**config.mk**
```make
export PLATFORM = sky130hd
export DESIGN_NAME = expr_result_unpacker_flat
export DESIGN_NICKNAME = d
export VERILOG_FILES = /design/src/rtl/expr_result_if.sv /design/src/rtl/expr_result_unpacker.sv /design/src/flat_wrapper.sv
export SDC_FILE = /design/constraint.sdc
export NUM_CORES = 1
export LEC_CHECK = 0
export CAP_MARGIN = 20
export CORE_MARGIN = 4
export CORE_UTILIZATION = 50
export DETAILED_ROUTE_END_ITERATION = 8
export PLACE_DENSITY_LB_ADDON = 0.25
export SLEW_MARGIN = 40
export SYNTH_ARGS = -nofsm -noshare
export SYNTH_HDL_FRONTEND = slang
export SYNTH_SLANG_ARGS = --single-unit
```
**constraint.sdc**
```tcl
create_clock -name clk -period 15.2 [get_ports clk]
set_input_delay 1.52 -clock clk [delete_from_list [all_inputs] [get_ports clk]]
set_output_delay 1.52 -clock clk [all_outputs]
set_load 0.02 [all_outputs]
```
**src/rtl/expr_result_if.sv**
```systemverilog
// Handshake bundle between the expression result bus and the field streamer.
// The master side drives words in and accepts fields; the slave side is the unpacker.
interface expr_result_if #(
    parameter int unsigned OUT_W = 8
) ();
    logic             in_valid;
    logic             in_ready;
    logic [89:0]      in_data;
    logic             out_valid;
    logic             out_ready;
    logic [OUT_W-1:0] out_field;
    logic [4:0]       out_idx;
    logic             out_last;
    logic             sig_valid;
    logic [15:0]      sig_out;

    modport master (
        output in_valid, in_data, out_ready,
        input  in_ready, out_valid, out_field, out_idx, out_last, sig_valid, sig_out
    );

    modport slave (
        input  in_valid, in_data, out_ready,
        output in_ready, out_valid, out_field, out_idx, out_last, sig_valid, sig_out
    );
endinterface

```
**src/rtl/expr_result_unpacker.sv**
```systemverilog
// Buffers 90-bit result words in a 2-entry FIFO and streams the 18 fields out, extended to OUT_W.
// Optional per-word signature enabled by defining EXPR_UNPACK_SIG_EN.
module expr_result_unpacker #(
    parameter int unsigned OUT_W = 8
) (
    input  logic         clk,
    input  logic         rst_n,
    expr_result_if.slave bus
);
    localparam int unsigned WORD_W   = 90;
    localparam logic [4:0]  LAST_IDX = 5'd17;
    localparam logic [0:0]  ST_IDLE   = 1'b0;
    localparam logic [0:0]  ST_STREAM = 1'b1;

    // Raw bits of field idx, right-aligned; groups of three fields (4,5,6 bits) fill 15 bits each.
    function automatic logic [5:0] field_raw(input logic [WORD_W-1:0] word, input logic [4:0] idx);
        int unsigned     grp, pos, offs, fw, lsb;
        logic [WORD_W-1:0] shifted;
        grp     = 32'(idx) / 32'd3;
        pos     = 32'(idx) % 32'd3;
        offs    = (pos == 32'd0) ? 32'd0 : ((pos == 32'd1) ? 32'd4 : 32'd9);
        fw      = 32'd4 + pos;
        lsb     = 32'd90 - (32'd15 * grp) - offs - fw;
        shifted = word >> lsb;
        return shifted[5:0] & 6'((32'd1 << fw) - 32'd1);
    endfunction

    function automatic logic [OUT_W-1:0] extend(input logic [5:0] raw, input logic [4:0] idx);
        int unsigned fw;
        logic [15:0] wide;
        fw   = 32'd4 + (32'(idx) % 32'd3);
        wide = {10'd0, raw};
        if (((32'(idx) % 32'd6) >= 32'd3) && raw[3'(fw - 32'd1)])
            wide = wide | ~16'((32'd1 << fw) - 32'd1);
        return wide[OUT_W-1:0];
    endfunction

    logic [WORD_W-1:0] mem_q [2];
    logic [WORD_W-1:0] mem_d [2];
    logic              wr_ptr_q, wr_ptr_d, rd_ptr_q, rd_ptr_d;
    logic [1:0]        count_q, count_d;
    logic [0:0]        state_q, state_d;
    logic [4:0]        fc_q, fc_d;
    logic              in_ready_q, in_ready_d;
    logic              out_valid_q, out_valid_d;
    logic [OUT_W-1:0]  out_field_q, out_field_d;
    logic [4:0]        out_idx_q, out_idx_d;
    logic              out_last_q, out_last_d;
    logic              push, hs, pop;

    // FIFO bookkeeping, field sequencing and the next presented field.
    always_comb begin
        push        = bus.in_valid && in_ready_q;
        hs          = out_valid_q && bus.out_ready;
        pop         = hs && (fc_q == LAST_IDX);
        mem_d       = mem_q;
        wr_ptr_d    = wr_ptr_q;
        rd_ptr_d    = rd_ptr_q;
        state_d     = state_q;
        fc_d        = fc_q;

        if (push) begin
            mem_d[wr_ptr_q] = bus.in_data;
            wr_ptr_d        = ~wr_ptr_q;
        end
        if (pop) rd_ptr_d = ~rd_ptr_q;
        count_d = count_q + {1'b0, push} - {1'b0, pop};

        case (state_q)
            ST_IDLE: begin
                if (count_q != 2'd0) begin
                    state_d = ST_STREAM;
                    fc_d    = 5'd0;
                end
            end
            ST_STREAM: begin
                if (hs) begin
                    if (fc_q == LAST_IDX) begin
                        fc_d = 5'd0;
                        // a word pushed in this same cycle keeps the stream going without a bubble
                        if (count_d == 2'd0) state_d = ST_IDLE;
                    end else begin
                        fc_d = 5'(fc_q + 5'd1);
                    end
                end
            end
            default: state_d = ST_IDLE;
        endcase

        in_ready_d  = (count_d < 2'd2);
        out_valid_d = (state_d == ST_STREAM);
        out_idx_d   = fc_d;
        out_last_d  = (fc_d == LAST_IDX);
        out_field_d = out_valid_d ? extend(field_raw(mem_d[rd_ptr_d], fc_d), fc_d) : '0;
    end

    always_ff @(posedge clk or negedge rst_n) begin
        if (!rst_n) begin
            mem_q       <= '{default: '0};
            wr_ptr_q    <= 1'b0;
            rd_ptr_q    <= 1'b0;
            count_q     <= 2'd0;
            state_q     <= ST_IDLE;
            fc_q        <= 5'd0;
            in_ready_q  <= 1'b0;
            out_valid_q <= 1'b0;
            out_field_q <= '0;
            out_idx_q   <= 5'd0;
            out_last_q  <= 1'b0;
        end else begin
            mem_q       <= mem_d;
            wr_ptr_q    <= wr_ptr_d;
            rd_ptr_q    <= rd_ptr_d;
            count_q     <= count_d;
            state_q     <= state_d;
            fc_q        <= fc_d;
            in_ready_q  <= in_ready_d;
            out_valid_q <= out_valid_d;
            out_field_q <= out_field_d;
            out_idx_q   <= out_idx_d;
            out_last_q  <= out_last_d;
        end
    end

    assign bus.in_ready  = in_ready_q;
    assign bus.out_valid = out_valid_q;
    assign bus.out_field = out_field_q;
    assign bus.out_idx   = out_idx_q;
    assign bus.out_last  = out_last_q;

`ifdef EXPR_UNPACK_SIG_EN
    logic [15:0] sig_q, sig_d, sig_out_q, sig_out_d;
    logic        sig_valid_q, sig_valid_d;
    logic [5:0]  raw_cur;

    // Rotate-xor signature over the raw field bits; field 0 restarts it.
    always_comb begin
        raw_cur     = field_raw(mem_q[rd_ptr_q], fc_q);
        sig_d       = sig_q;
        sig_out_d   = sig_out_q;
        sig_valid_d = 1'b0;
        if (hs) begin
            sig_d = ((fc_q == 5'd0) ? 16'h0000 : {sig_q[14:0], sig_q[15]}) ^ {10'd0, raw_cur};
            if (fc_q == LAST_IDX) begin
                sig_out_d   = sig_d;
                sig_valid_d = 1'b1;
            end
        end
    end

    always_ff @(posedge clk or negedge rst_n) begin
        if (!rst_n) begin
            sig_q       <= 16'h0000;
            sig_out_q   <= 16'h0000;
            sig_valid_q <= 1'b0;
        end else begin
            sig_q       <= sig_d;
            sig_out_q   <= sig_out_d;
            sig_valid_q <= sig_valid_d;
        end
    end

    assign bus.sig_out   = sig_out_q;
    assign bus.sig_valid = sig_valid_q;
`else
    assign bus.sig_out   = 16'h0000;
    assign bus.sig_valid = 1'b0;
`endif
endmodule

```
**src/flat_wrapper.sv**
```systemverilog
// flat-port wrapper written by rule: the top's interface ports become plain ports
module expr_result_unpacker_flat 
#(
    parameter int unsigned OUT_W = 8
)
  (clk, rst_n, bus_in_valid, bus_in_data, bus_out_ready, bus_in_ready, bus_out_valid, bus_out_field, bus_out_idx, bus_out_last, bus_sig_valid, bus_sig_out);
  expr_result_if #(.OUT_W(OUT_W)) bus_i ();
  input  logic clk;
  input  logic rst_n;
  input wire logic [$bits(bus_i.in_valid)-1:0] bus_in_valid;
  input wire logic [$bits(bus_i.in_data)-1:0] bus_in_data;
  input wire logic [$bits(bus_i.out_ready)-1:0] bus_out_ready;
  output wire logic [$bits(bus_i.in_ready)-1:0] bus_in_ready;
  output wire logic [$bits(bus_i.out_valid)-1:0] bus_out_valid;
  output wire logic [$bits(bus_i.out_field)-1:0] bus_out_field;
  output wire logic [$bits(bus_i.out_idx)-1:0] bus_out_idx;
  output wire logic [$bits(bus_i.out_last)-1:0] bus_out_last;
  output wire logic [$bits(bus_i.sig_valid)-1:0] bus_sig_valid;
  output wire logic [$bits(bus_i.sig_out)-1:0] bus_sig_out;
  assign bus_i.in_valid = bus_in_valid;
  assign bus_i.in_data = bus_in_data;
  assign bus_i.out_ready = bus_out_ready;
  assign bus_in_ready = bus_i.in_ready;
  assign bus_out_valid = bus_i.out_valid;
  assign bus_out_field = bus_i.out_field;
  assign bus_out_idx = bus_i.out_idx;
  assign bus_out_last = bus_i.out_last;
  assign bus_sig_valid = bus_i.sig_valid;
  assign bus_sig_out = bus_i.sig_out;
  expr_result_unpacker #(.OUT_W(OUT_W)) u_core (.clk(clk), .rst_n(rst_n), .bus(bus_i));
endmodule
```
==> impl_metrics.py <==
metrics = {
    "run_status": {
        "outcome": "finished clean",
    },
    "critical_path": {
        "startpoint": "bus_out_ready",
        "reg2reg_from": "u_core.state_q",
        "r2r_cells": 39,
        "crit_path_end_kind": "flip-flop",
        "crit_path_frequent_cell": "ha_1",
        "crit_arrival_ns": 14.35,
        "cp_slowest_cell": "a2111oi_1",
        "crit_cells": 40,
        "critPathLaunchType": "primary input",
        "path_class": "primary input to flip-flop",
        "critPathMaxStageDelay_ns": 0.83,
        "crit_fanout": 16,
        "critPathRequiredTime_ns": 15.57,
        "crit_buf_inv": 4,
        "cp_top_family": "compound AO/OA/AOI/OAI gates",
    },
    "route": {
        "drc_errors": 0,
        "drt-met1-wl_um": 31460,
        "drt-pass1-iter-count": 7,
        "vias_per_cell": 6.758,
        "dr_wl_met3_um": 5928,
        "postRouteAntennaNets": 0,
        "post_drt_wl_per_cell_um": 25.34,
        "dr_wl_met2_um": 33930,
        "maxUsedRoutingLayer": "met5",
        "routed_wl_um": 74710,
        "num_vias": 19920,
        "first_iter_violations": 2405,
    },
    "clock_tree": {
        "insertion_delay_ns": 0.48,
        "cts_sinks": 200,
        "cts.htree.levels": 4,
        "cts_buffers": 17,
        "clk_pin_slew_ns": 0.08,
        "cts-hold-fix-buffers": 0,
        "cts.path.max_buffers": 2,
        "ctsResizeCount": 0,
        "cts_setup_buffers": 0,
        "cts_tree": "yes",
        "root_buffer": "clkbuf_16",
    },
    "place": {
        "io_buffers": 109,
        "dp_hpwl_um": 54040,
        "placedCellCount": 2915,
        "finalWeightedCongestion": 1.058,
    },
    "layout": {
        "instances_no_fill": 2948,
        "final_layout_size_suffix_gt1_share_pct": 9.959,
        "syn_to_final_growth_pct": 9.574,
        "insertedDiodeCount": 0,
        "fin_nets": 2594,
        "layout_common_cells": "nand2_1, dfrtp_1, inv_1",
        "final_common_cell": "nand2_1",
    },
    "timing": {
        "fin_crit_ns": 13.98,
        "skew_ns": 0.01375,
        "rsz0062_at_grt": "no",
        "finalHoldViolCount": 0,
        "max_slew_margin_pct": 40.98,
        "max_freq_mhz": 71.54,
        "finalSetupViolCount": 0,
        "worst_pin_slew_ns": 0.8761,
        "fin_crit_sh_pct": 91.97,
        "tns_ns": 0,
        "maxSlewViolCount": 0,
    },
    "floorplanning": {
        "initial_core_util_pct": 50.55,
        "io_pins": 127,
        "rows": 72,
        "coreArea_um2": 38650,
        "die_x_um": 205.7,
        "dieArea_um2": 42300,
        "die_h_um": 205.7,
    },
    "synth": {
        "ys_warn_count": 0,
        "synthFlopType": "dfrtp_1",
        "synth_seq_cells": 200,
        "ys_types": 119,
        "synth-seq-area-share_pct": 25.62,
        "async_flop_share_pct": 100.0,
        "syn-instance-count": 2429,
        "syn_area_um2": 19540,
        "synth.avg_cell_area_um2": 8.043,
        "synth_edf_count": 0,
    },
    "global_routing": {
        "antenna_found_initial": 1,
        "overflow": 0,
        "grt_max_degree": 99,
        "grt_pass1_vias": 19360,
        "grtUsageTotal_pct": 35.18,
        "grt_pass1_wl_um": 116500,
    },
    "min_path": {
        "min_path_cells": 2,
        "min-delay-start": "u_core.mem_q[9]",
        "hp-class": "flip-flop to flip-flop",
    },
    "job": {
        "cap_violations": 0,
    },
}
## through the flow
stage	util, %	hold WS [ns]	area, um^2	setup slack, ns
after floorplan	-	0.4358	19600	3.300
after global placement	53.61	0.4498	20720	1.386
after detailed placement	53.67	0.4580	20740	0.9475
after CTS	55.30	0.4754	21370	1.416
after global routing	55.39	0.4923	21410	0.2824
final	55.39	0.4720	21410	1.221
## cells by family after synthesis
| kind of cell | share of synthesized area [%] |
|---|---|
| AOI/OAI and AO/OA | 25.64 |
| xor gates and xnor gates | 1.274 |
| adders and majority gates | 5.815 |
| buffers and inverters | 8.364 |
| DFF | 25.62 |
| muxes | 12.19 |
| other | 0.01919 |
| and+or+nand+nor | 21.08 |
## registers in the layout (all words and copies together), names as in the netlist
register              cells
u_core.rd_ptr_q           1
u_core.mem_q            180
u_core.bus.out_last       1
u_core.state_q            1
u_core.bus.in_ready       1
u_core.count_q            2
u_core.fc_q               5
u_core.bus.out_field      8
u_core.wr_ptr_q           1
## per-layer routing
| layer | vias to the layer above | GRT usage (%) |
|---|---|---|
| met1 | 9748 | 48.19 |
| li1 | 8875 | - |
| met4 | 2 | 15.77 |
| met5 | - | 0 |
| met2 | 1115 | 55.26 |
| met3 | 183 | 5.201 |
## cells in the mapped netlist (all sizes together), types with 17 or more instances
| library cell | count | share of area (%) |
|---|---|---|
| a2111oi | 18 | 0.95 |
| a211oi | 45 | 1.8 |
| a21o | 23 | 0.88 |
| a21oi | 106 | 2.8 |
| a31oi | 40 | 1.4 |
| and2 | 28 | 0.90 |
| and3 | 24 | 0.77 |
| buf | 111 | 3.4 |
| clkbuf | 90 | 1.7 |
| dfrtp | 200 | 26 |
| ha | 70 | 4.5 |
| inv | 168 | 3.2 |
| mux2 | 49 | 2.8 |
| mux2i | 125 | 6.5 |
| mux4 | 25 | 2.9 |
| nand2 | 401 | 7.7 |
| nand2b | 22 | 0.70 |
| nand3 | 67 | 1.8 |
| nand4 | 25 | 0.83 |
| nor2 | 126 | 2.5 |
| nor3 | 50 | 1.4 |
| nor4 | 30 | 1.1 |
| o211ai | 44 | 1.7 |
| o21a | 23 | 0.88 |
| o21ai | 143 | 3.8 |
| o221ai | 20 | 1.1 |
| o22ai | 34 | 1.1 |
| xnor2 | 17 | 0.80 |
## cell type report
cell class / instances / area (um^2)
flip-flops and latches: 200 / 5006
clock buffers: 20 / 466.7
repair buffers: 154 / 1474
well taps: 518 / 648.1
multi-input cells: 1875 / 13010
inverters: 169 / 634.4
fillers: 3567 / 17240
clock inverters: 12 / 165.2
## path summary, 6_finish.rpt
| kind | slack [ns] | endpoint |
|---|---|---|
| max | 1.22 | u_core.bus.out_field[6] |
| min | 0.47 | u_core.mem_q[9] |
| max reg2reg | 2.17 | u_core.bus.out_field[6] |
| min reg2reg | 0.47 | u_core.mem_q[9] |
| max in group asynchronous | 13.01 | u_core.mem_q[150] |
| min in group asynchronous | 1.04 | u_core.mem_q[9] |
## tightest hold or removal path, cell delays in order (launching register included)
cell and delay [ns]:
dfrtp_1 0.34, nand2_1 0.05, nand2_1 0.06
Power is not shown: default switching activity piles up to over one toggle a cycle in this logic, so the estimate is an artifact.
